### src/rtl/pi_spi_rx_pkg.sv
// Shared types and helpers for the Pi SPI sample receiver.
// Holds FSM state enum, widths and sign-magnitude conversion.
package fx_spi_pkg;

  typedef enum logic [1:0] {
    WAIT_IDLE,
    IDLE,
    ACTIVE,
    OVERRUN
  } rx_state_t;

  localparam int SAMPLE_W = 12;
  localparam int MAG_W    = 10;

  // 11-bit sign-magnitude frame to 12-bit two's complement.
  // Negative zero maps to 0 since -0 == 0.
  function automatic logic [11:0] sm_to_tc(
    input logic [10:0] f
  );
    logic [11:0] m;
    m = {2'b00, f[9:0]};
    return f[10] ? (~m + 12'd1) : m;
  endfunction

endpackage

### src/rtl/pi_spi_rx_if.sv
// Bundle of SPI pins and recovered-sample outputs.
// master: SPI source / consumer; slave: the receiver.
interface pi_spi_rx_if;
  import fx_spi_pkg::*;

  logic                sclk_in;
  logic                ncs_in;
  logic                sdi;
  logic [SAMPLE_W-1:0] sample;
  logic                sample_valid;
  logic                frame_err;
  logic                busy;
  logic [MAG_W-1:0]    peak_mag;

  modport master (
    output sclk_in,
    output ncs_in,
    output sdi,
    input  sample,
    input  sample_valid,
    input  frame_err,
    input  busy,
    input  peak_mag
  );

  modport slave (
    input  sclk_in,
    input  ncs_in,
    input  sdi,
    output sample,
    output sample_valid,
    output frame_err,
    output busy,
    output peak_mag
  );

endinterface

### src/rtl/pi_spi_rx_sync.sv
// N-stage synchronizer with rise/fall detect on the synced copy.
// Ports: clk, reset, d in; q, rise, fall out (N >= 2).
module spi_sync #(
  parameter int N = 2
) (
  input  logic clk,
  input  logic reset,
  input  logic d,
  output logic q,
  output logic rise,
  output logic fall
);

  logic [N-1:0] s;
  logic         prev;

  // Chain resets low so a held-low ncs is never
  // mistaken for a fresh frame start after reset.
  always_ff @(posedge clk or posedge reset) begin
    if (reset) begin
      s    <= '0;
      prev <= 1'b0;
    end else begin
      s    <= {s[N-2:0], d};
      prev <= s[N-1];
    end
  end

  assign q    = s[N-1];
  assign rise = s[N-1] & ~prev;
  assign fall = ~s[N-1] & prev;

endmodule

### src/rtl/pi_spi_rx.sv
// SPI slave receiver for 11-bit sign-magnitude sample frames.
// Ports: clk, reset, bus (pi_spi_rx_if.slave). Option: PEAK_HOLD_EN.
module pi_spi_rx
  import fx_spi_pkg::*;
#(
  parameter int FRAME_BITS  = 11,
  parameter int SYNC_STAGES = 2
) (
  input  logic          clk,
  input  logic          reset,
  pi_spi_rx_if.slave    bus
);

  localparam logic [3:0] FB = 4'(FRAME_BITS);

  logic sclkRise;
  logic ncsS;
  logic ncsRise;
  logic ncsFall;
  logic sdiS;
  logic unusedSclkQ;
  logic unusedSclkFall;
  logic unusedSdiRise;
  logic unusedSdiFall;

  spi_sync #(.N(SYNC_STAGES)) uSclk (
    .clk  (clk),
    .reset(reset),
    .d    (bus.sclk_in),
    .q    (unusedSclkQ),
    .rise (sclkRise),
    .fall (unusedSclkFall)
  );

  spi_sync #(.N(SYNC_STAGES)) uNcs (
    .clk  (clk),
    .reset(reset),
    .d    (bus.ncs_in),
    .q    (ncsS),
    .rise (ncsRise),
    .fall (ncsFall)
  );

  spi_sync #(.N(SYNC_STAGES)) uSdi (
    .clk  (clk),
    .reset(reset),
    .d    (bus.sdi),
    .q    (sdiS),
    .rise (unusedSdiRise),
    .fall (unusedSdiFall)
  );

  rx_state_t             state;
  rx_state_t             stateNext;
  logic [FRAME_BITS-1:0] shiftQ;
  logic [FRAME_BITS-1:0] shiftNext;
  logic [3:0]            cntQ;
  logic [3:0]            cntNext;
  logic                  latch;
  logic                  err;
  logic                  overflow;
  logic [SAMPLE_W-1:0]   sampleQ;
  logic                  validQ;
  logic                  errQ;

  always_ff @(posedge clk or posedge reset) begin
    if (reset) begin
      state  <= WAIT_IDLE;
      shiftQ <= '0;
      cntQ   <= '0;
    end else begin
      state  <= stateNext;
      shiftQ <= shiftNext;
      cntQ   <= cntNext;
    end
  end

  // A same-cycle sclk rise is shifted in before
  // the ncs-rise length check sees the count.
  always_comb begin
    stateNext = state;
    shiftNext = shiftQ;
    cntNext   = cntQ;
    latch     = 1'b0;
    err       = 1'b0;
    overflow  = sclkRise && (cntQ == FB);
    unique case (state)
      WAIT_IDLE: begin
        if (ncsS) stateNext = IDLE;
      end
      IDLE: begin
        if (ncsFall) begin
          stateNext = ACTIVE;
          shiftNext = '0;
          cntNext   = '0;
        end
      end
      ACTIVE: begin
        if (overflow) begin
          stateNext = OVERRUN;
        end else if (sclkRise) begin
          shiftNext = {shiftQ[FRAME_BITS-2:0], sdiS};
          cntNext   = cntQ + 4'd1;
        end
        if (ncsRise) begin
          stateNext = IDLE;
          if (!overflow && cntNext == FB) latch = 1'b1;
          else                             err   = 1'b1;
        end
      end
      OVERRUN: begin
        if (ncsRise) begin
          stateNext = IDLE;
          err       = 1'b1;
        end
      end
      default: stateNext = WAIT_IDLE;
    endcase
  end

  always_ff @(posedge clk or posedge reset) begin
    if (reset) begin
      sampleQ <= '0;
      validQ  <= 1'b0;
      errQ    <= 1'b0;
    end else begin
      validQ <= latch;
      errQ   <= err;
      if (latch) sampleQ <= sm_to_tc(shiftNext[10:0]);
    end
  end

  assign bus.sample       = sampleQ;
  assign bus.sample_valid = validQ;
  assign bus.frame_err    = errQ;
  assign bus.busy         = (state == ACTIVE) ||
                            (state == OVERRUN);

`ifdef PEAK_HOLD_EN
  logic [MAG_W-1:0] peakQ;

  always_ff @(posedge clk or posedge reset) begin
    if (reset) begin
      peakQ <= '0;
    end else if (latch && shiftNext[9:0] > peakQ) begin
      peakQ <= shiftNext[9:0];
    end
  end

  assign bus.peak_mag = peakQ;
`else
  assign bus.peak_mag = '0;
`endif

endmodule
### src/flat_wrapper.sv
// flat-port wrapper written by rule: the top's interface ports become plain ports
module pi_spi_rx_flat import fx_spi_pkg::*;
#(
  parameter int FRAME_BITS  = 11,
  parameter int SYNC_STAGES = 2
)
  (clk, reset, bus_sclk_in, bus_ncs_in, bus_sdi, bus_sample, bus_sample_valid, bus_frame_err, bus_busy, bus_peak_mag);
  pi_spi_rx_if bus_i ();
  input  logic clk;
  input  logic reset;
  input wire logic [$bits(bus_i.sclk_in)-1:0] bus_sclk_in;
  input wire logic [$bits(bus_i.ncs_in)-1:0] bus_ncs_in;
  input wire logic [$bits(bus_i.sdi)-1:0] bus_sdi;
  output wire logic [$bits(bus_i.sample)-1:0] bus_sample;
  output wire logic [$bits(bus_i.sample_valid)-1:0] bus_sample_valid;
  output wire logic [$bits(bus_i.frame_err)-1:0] bus_frame_err;
  output wire logic [$bits(bus_i.busy)-1:0] bus_busy;
  output wire logic [$bits(bus_i.peak_mag)-1:0] bus_peak_mag;
  assign bus_i.sclk_in = bus_sclk_in;
  assign bus_i.ncs_in = bus_ncs_in;
  assign bus_i.sdi = bus_sdi;
  assign bus_sample = bus_i.sample;
  assign bus_sample_valid = bus_i.sample_valid;
  assign bus_frame_err = bus_i.frame_err;
  assign bus_busy = bus_i.busy;
  assign bus_peak_mag = bus_i.peak_mag;
  pi_spi_rx #(.FRAME_BITS(FRAME_BITS), .SYNC_STAGES(SYNC_STAGES)) u_core (.clk(clk), .reset(reset), .bus(bus_i));
endmodule
### config.mk
export PLATFORM = sky130hd
export DESIGN_NAME = pi_spi_rx_flat
export DESIGN_NICKNAME = d
export VERILOG_FILES = /design/src/rtl/pi_spi_rx_pkg.sv /design/src/rtl/pi_spi_rx_if.sv /design/src/rtl/pi_spi_rx_sync.sv /design/src/rtl/pi_spi_rx.sv /design/src/flat_wrapper.sv
export SDC_FILE = /design/constraint.sdc
export NUM_CORES = 1
export LEC_CHECK = 0
export ABC_CLOCK_PERIOD_IN_PS = 5890
export CAP_MARGIN = 10
export CORE_AREA = 3 3 74 76
export CTS_BUF_LIST = sky130_fd_sc_hd__clkbuf_4 sky130_fd_sc_hd__clkbuf_8
export CTS_CLUSTER_DIAMETER = 150
export DETAILED_ROUTE_END_ITERATION = 16
export DIE_AREA = 0 0 77 79
export PLACE_DENSITY_LB_ADDON = 0.05
export SKIP_LAST_GASP = 1
export SYNTH_ARGS = -nofsm -noshare
export SYNTH_HDL_FRONTEND = slang
export SYNTH_SLANG_ARGS = --single-unit
### constraint.sdc
create_clock -name clk -period 5.89 [get_ports clk]
set_input_delay 0.8835 -clock clk [delete_from_list [all_inputs] [get_ports clk]]
set_output_delay 0.8835 -clock clk [all_outputs]
set_load 0.02 [all_outputs]
# Word-level counts from Yosys, hierarchy flattened
# Index checks and enable logic that the tools add are counted.
word_totals:
  wordCells: 60
  out_inout_bits: 25
  regBits: 39
  input_bits: 5
op_classes:
  reduce_logical: 8
  eq_ne: 9
  addsub: 2
  muxes: 23
  bitwise_logic: 7
ops:
  columns: ["op", "n"]
  rows:
  - ["$mux 11", 3]
  - ["$pmux 11 s2", 1]
  - ["$mux 4", 4]
  - ["$add 12x1->12 const B", 1]
  - ["$mux 12", 1]
  - ["$not 10->12", 1]
  - ["$mux 2", 5]
  - ["$eq 4x4->1 const B", 2]
  - ["$pmux 2 s4", 1]
  - ["$pmux 4 s2", 1]
  - ["$mux 1", 6]
  - ["$add 4x1->4 const B", 1]
  - ["$eq 2x2->1 const B", 2]
  - ["$ne 2x1->1 const B", 2]
  - ["$reduce_and 4->1", 1]
  - ["$and 1x1->1", 3]
  - ["$ne 3x1->1 const B", 1]
  - ["$not 1->1", 3]
  - ["$eq 2x1->1 const B", 1]
  - ["$logic_and 1x1->1", 2]
  - ["$logic_not 2->1", 1]
  - ["$ne 2x2->1 const B", 1]
  - ["$pmux 1 s2", 1]
  - ["$reduce_and 2->1", 1]
  - ["other kinds (3)", 3]

# Logic depth before layout (Yosys ltp)
depth:
  ltp_word: 10
  mapped_depth: 11
  ltp_nobuf: 10

# Hierarchy
# Synthesis repeated with hierarchy kept, for this count alone.
hier_totals:
  cells_unflattened: 229
  hier_area_um2: 2290.9
by_module_without_submodules:
  columns: ["mod", "area_each_um2", "seq_area_each_um2", "cells_per_inst", "instances"]
  rows:
  - ["pi_spi_rx", 2009.4, 775.7, 211, 1]
  - ["spi_sync", 93.8, 75.1, 6, 3]

# Worst setup path after synthesis
# No wires, ideal clock.
synth_timing:
  path_kind: "register to register"
  start: "reg u_core.state[0]"
  end: "reg u_core.sampleQ[8], in the netlist u_core.bus.sample[8]"
  stages_incl_launch_ff: 11
  slack_ns: 3.436
  n_path_buf: 0
  t_required_ns: 5.768
  arrival_ns: 2.332
  setup_ns: 0.122
  period_less_slack_ns: 2.454
  path_cell_list: "dfrtp_1 -> inv_1 -> ha_1 -> and2_1 -> and4_2 -> a211oi_4 -> ha_1 -> nand4_1 -> o41ai_2 -> xnor2_1 -> o21ai_1"
synth_between:
  elab_chain_cells: 5
  word_cells_on_any_way: 7
  classes_between: "add/sub (1); eq/ne (2); mux (3); bitwise (1)"
synth_rtl:
  columns: ["element", "line_no", "text"]
  rows:
  - ["from (decl)", "pi_spi_rx.sv:53", "rx_state_t state;"]
  - ["from (signal assigned)", "pi_spi_rx.sv:72", "state <= stateNext;"]
  - ["$eq 2x2->1 or $eq 2x1->1 (tied branches)", "pi_spi_rx.sv:87", "unique case (state)"]
  - ["$pmux 11 s2", "pi_spi_rx.sv:87", null]
  - ["$not 10->12", "pi_spi_rx_pkg.sv:22", "return f[10] ? (~m + 12'd1) : m;"]
  - ["$add 12x1->12", "pi_spi_rx_pkg.sv:22", null]
  - ["$mux 12", "pi_spi_rx_pkg.sv:22", null]
  - ["to (signal assigned)", "pi_spi_rx.sv:129", "if (latch) sampleQ <= sm_to_tc(shiftNext[10:0]);"]
  - ["to (decl)", "pi_spi_rx.sv:62", "logic [SAMPLE_W-1:0] sampleQ;"]
# Several ways; a longest one is shown, not always the timed one.
# A chain may end at the register's enable or synchronous reset.

# Final worst setup path
layout_timing:
  start: "reg u_core.state[0]"
  end: "out bus_busy"
layout_between:
  elab_chain_cells: 2
  word_cells_on_any_way: 3
  classes_between: "eq/ne (2); reduce/logical (1)"
layout_rtl:
  columns: ["element", "line_no", "text"]
  rows:
  - ["$eq 2x2->1, on equally long branches", "pi_spi_rx.sv:136, pi_spi_rx.sv:137", null]
  - ["$logic_or 1x1->1 *", "pi_spi_rx.sv:136", "assign bus.busy = (state == ACTIVE) ||"]
  - ["to (decl)", "flat_wrapper.sv:17", "output wire logic [$bits(bus_i.busy)-1:0] bus_busy;"]
# Every way passes the cells marked *; elsewhere a longest branch is shown, timed or not.

==> flow_metrics.tcl <==
set metrics [dict create \
    drc_errors 0 \
    syn_area_um2 2200 \
    path_clk_slew_ps 80 \
    cts_resized 0 \
    initial_utilization 0.460 \
    dpl_cell_area_um2 2390 \
    cts_setup_buffers 0 \
    critPathCapture "bus_busy" \
    synth_top_area_cell "dfrtp_1" \
    synthFlopType "dfrtp_1" \
    crit_type "reg2out" \
    crit_slowest_cell "ha_1" \
    max_stage_delay_ps 670 \
    synthXorXnorAreaFrac 0.0358 \
    startpoint "u_core.state[0]$_DFFE_PP0P_" \
    rows 25 \
    synth_area_leaders "dfrtp_1 44%, nand2_1 4.9%, buf_4 4.1%, ha_1 4.0%, xnor2_1 3.2%" \
    clockRootBuffer "clkbuf_8" \
    r2r_slack_ps 2820 \
    synth-simple-area-share 0.193 \
    fin_nets 252 \
    synth_edf_count 0 \
    critPathLaunchType "flip-flop" \
    grt_overflow 0 \
    hold_viol 0 \
    finalSetupTns_ps 0 \
    cts_buffer_depth 2 \
    syn_avg_cell_area_um2 9.88 \
    cp_data_arrival_time_ps 2320 \
    die_h_um 79 \
    dpl.hpwl_um 3140 \
    drv_cap 0 \
    num_vias 1597 \
    dieArea_um2 6080 \
    yosysWarnings 0 \
    cts_tree "built" \
    ctsHoldBuffers 0 \
    antenna_found_initial 0 \
    hp-class "reg2reg" \
    grt_usage 0.153 \
    synth_cell_types 55 \
    cp_top_family "buffers and inverters" \
    drtIter0Drc 82 \
    final_cell_area_um2 2480 \
    synth_top_family_by_area "compound AO/OA/AOI/OAI gates" \
    setup_ws_ps 2690 \
    grt_pass1_vias 1526 \
    cts_buffers 5 \
    final_antenna_net_count 0 \
    maxSlewViolCount 0 \
    port_buffers 19 \
    die_x_um 77 \
    rsz0062_at_grt "no" \
    async_reset_ff_frac 1.00 \
    area_growth_pct 12.5 \
    setup_viol 0 \
    grt_pass1_wl_um 7510 \
    final_cell_mix "39 x dfrtp_1, 29 x nand2_1, 19 x clkdlybuf4s50_1" \
    viasPerCell 5.19 \
    grt_max_degree 40 \
    core_area_um2 4790 \
    worst-path-max-fanout 24 \
    wl_per_cell_um 14.1 \
    cp.required_ps 5010 \
    syn_inst 223 \
    wl_um 4340 \
    critPathBufInv 2 \
    worstSetupEndpointType "primary output" \
    drive_gt1_frac 0.141 \
    synth_compound_area_frac 0.200 \
    final_common_cell "dfrtp_1" \
    synth-seq-cells 39 \
    fillCellCount 458 \
    leakage_nw 1.19 \
    drtPass1Iterations 4 \
    power_w 0.000677 \
    ios 30 \
    slew_headroom 0.230 \
    regToRegStartpoint "u_core.state[0]$_DFFE_PP0P_" \
    tightest_slew_ps 1150 \
    gp_congestion 0.821 \
    cts.sinks 39 \
    crit_cells 4 \
    period_minus_slack_ps 3200 \
    r2r-end "u_core.bus.sample[8]$_DFFE_PP0P_" \
    worst_ir_drop_vdd_v 0.000191 \
    cts_max_level 2 \
    fin_crit_sh 0.544 \
    antenna_cells 0 \
    status "finished, final reports clean" \
    insertion_delay_ps 300 \
    seq_area_frac_synth 0.443 \
    yosysTopAreaCellShare 0.443 \
    place_ws_ps 2780 \
    cellPowerDensity_nw_per_um2 273 \
    fmax_ghz 0.312 \
    rr_worst_depth 10 \
    fin_skew_ps 9.06 \
    synth_adder_area_share 0.0398 \
    min_path_cells 0 \
    crit_chain "inv_1, ha_1, or2_2, clkdlybuf4s50_1" \
    synthMuxAreaShare 0 \
]
[worst min-delay path by stage]
stage,endpoint,slack (ps),from
final,u_core.uNcs.s[1]$_DFF_PP0_,350,u_core.uNcs.s[0]$_DFF_PP0_
after global routing,u_core.uNcs.s[1]$_DFF_PP0_,370,u_core.uNcs.s[0]$_DFF_PP0_
after CTS,u_core.uNcs.s[1]$_DFF_PP0_,350,u_core.uNcs.s[0]$_DFF_PP0_
after detailed placement,u_core.uNcs.s[1]$_DFF_PP0_,330,u_core.uNcs.s[0]$_DFF_PP0_
after global placement,u_core.uNcs.s[1]$_DFF_PP0_,330,u_core.uNcs.s[0]$_DFF_PP0_
after floorplan,u_core.uNcs.s[1]$_DFF_PP0_,330,u_core.uNcs.s[0]$_DFF_PP0_
[worst reg2reg max path, delay by kind of cell (launching register included)]
kind	cells	cell delay [ps]
AOI/OAI and AO/OA	3	760
xor gates and xnor gates	1	160
adders and majority gates	2	740
buffers and inverters	1	90
DFF	1	430
and+or+nand+nor	3	780
[where the power goes]
group          leakage (nW)  total (W)  switching, W  internal, W
clock network        0.0408   0.000187      0.000102    0.0000847
logic                 0.630   0.000185      0.000127    0.0000581
registers             0.523   0.000305     0.0000211     0.000284
[metal layers]
| layer | wire (µm) | GRT usage | vias to the layer above |
|---|---|---|---|
| met5 | 0 | 0 | - |
| met4 | 53 | 0.0427 | 0 |
| met3 | 184 | 0.0340 | 6 |
| met2 | 2000 | 0.235 | 41 |
| met1 | 2100 | 0.217 | 759 |
| li1 | - | - | 791 |
[stage by stage]
step | std cells | utilization | hold WS (ps)
2_1_floorplan | 232 | - | 331
3_3_place_gp | 300 | 0.499 | 332
3_5_place_dp | 300 | 0.499 | 335
4_1_cts | 308 | 0.518 | 353
5_1_grt | 308 | 0.518 | 375
6_report | 308 | 0.518 | 351
[cell families (layout without fill, tap and decap cells)]
kind of cell | after synthesis | after routing
simple gates | 74 | 74
compound gates | 58 | 58
flops | 39 | 39
buf+inv | 35 | 44
xor+xnor | 9 | 9
fa+ha+maj | 7 | 7
other cells | 1 | 10
[synthesized netlist by cell type (all sizes together) (4+ instances only)]
cell type and count:
nor2 8, and4 8, nand4 4, a211oi 7
buf 15, a21oi 10, inv 16, a22o 6
ha 7, clkbuf 4, dfrtp 39, nand2 29
xnor2 8, o21ai 19, nor3 5
[final cells by class]
cell class / count / area [µm²] / area share
multi-input cells: 158 / 1070 / 0.431
clock inverters: 3 / 23.8 / 0.00959
well taps: 67 / 83.8 / 0.0338
repair buffers: 20 / 198 / 0.0798
clock buffers: 5 / 68.8 / 0.0278
flip-flops and latches: 39 / 976 / 0.394
inverters: 16 / 60.1 / 0.0242
[registers in the layout, indices dropped and copies added, names as in the netlist]
register and count:
u_core.shiftQ 11, u_core.bus.sample 12, u_core.uNcs.prev 1, u_core.bus.sample_valid 1, u_core.bus.frame_err 1, u_core.uSclk.prev 1, u_core.uSdi.s 2, u_core.uSclk.s 2
u_core.cntQ 4, u_core.state 2, u_core.uNcs.s 2
Power figures use the tool's default switching activity.
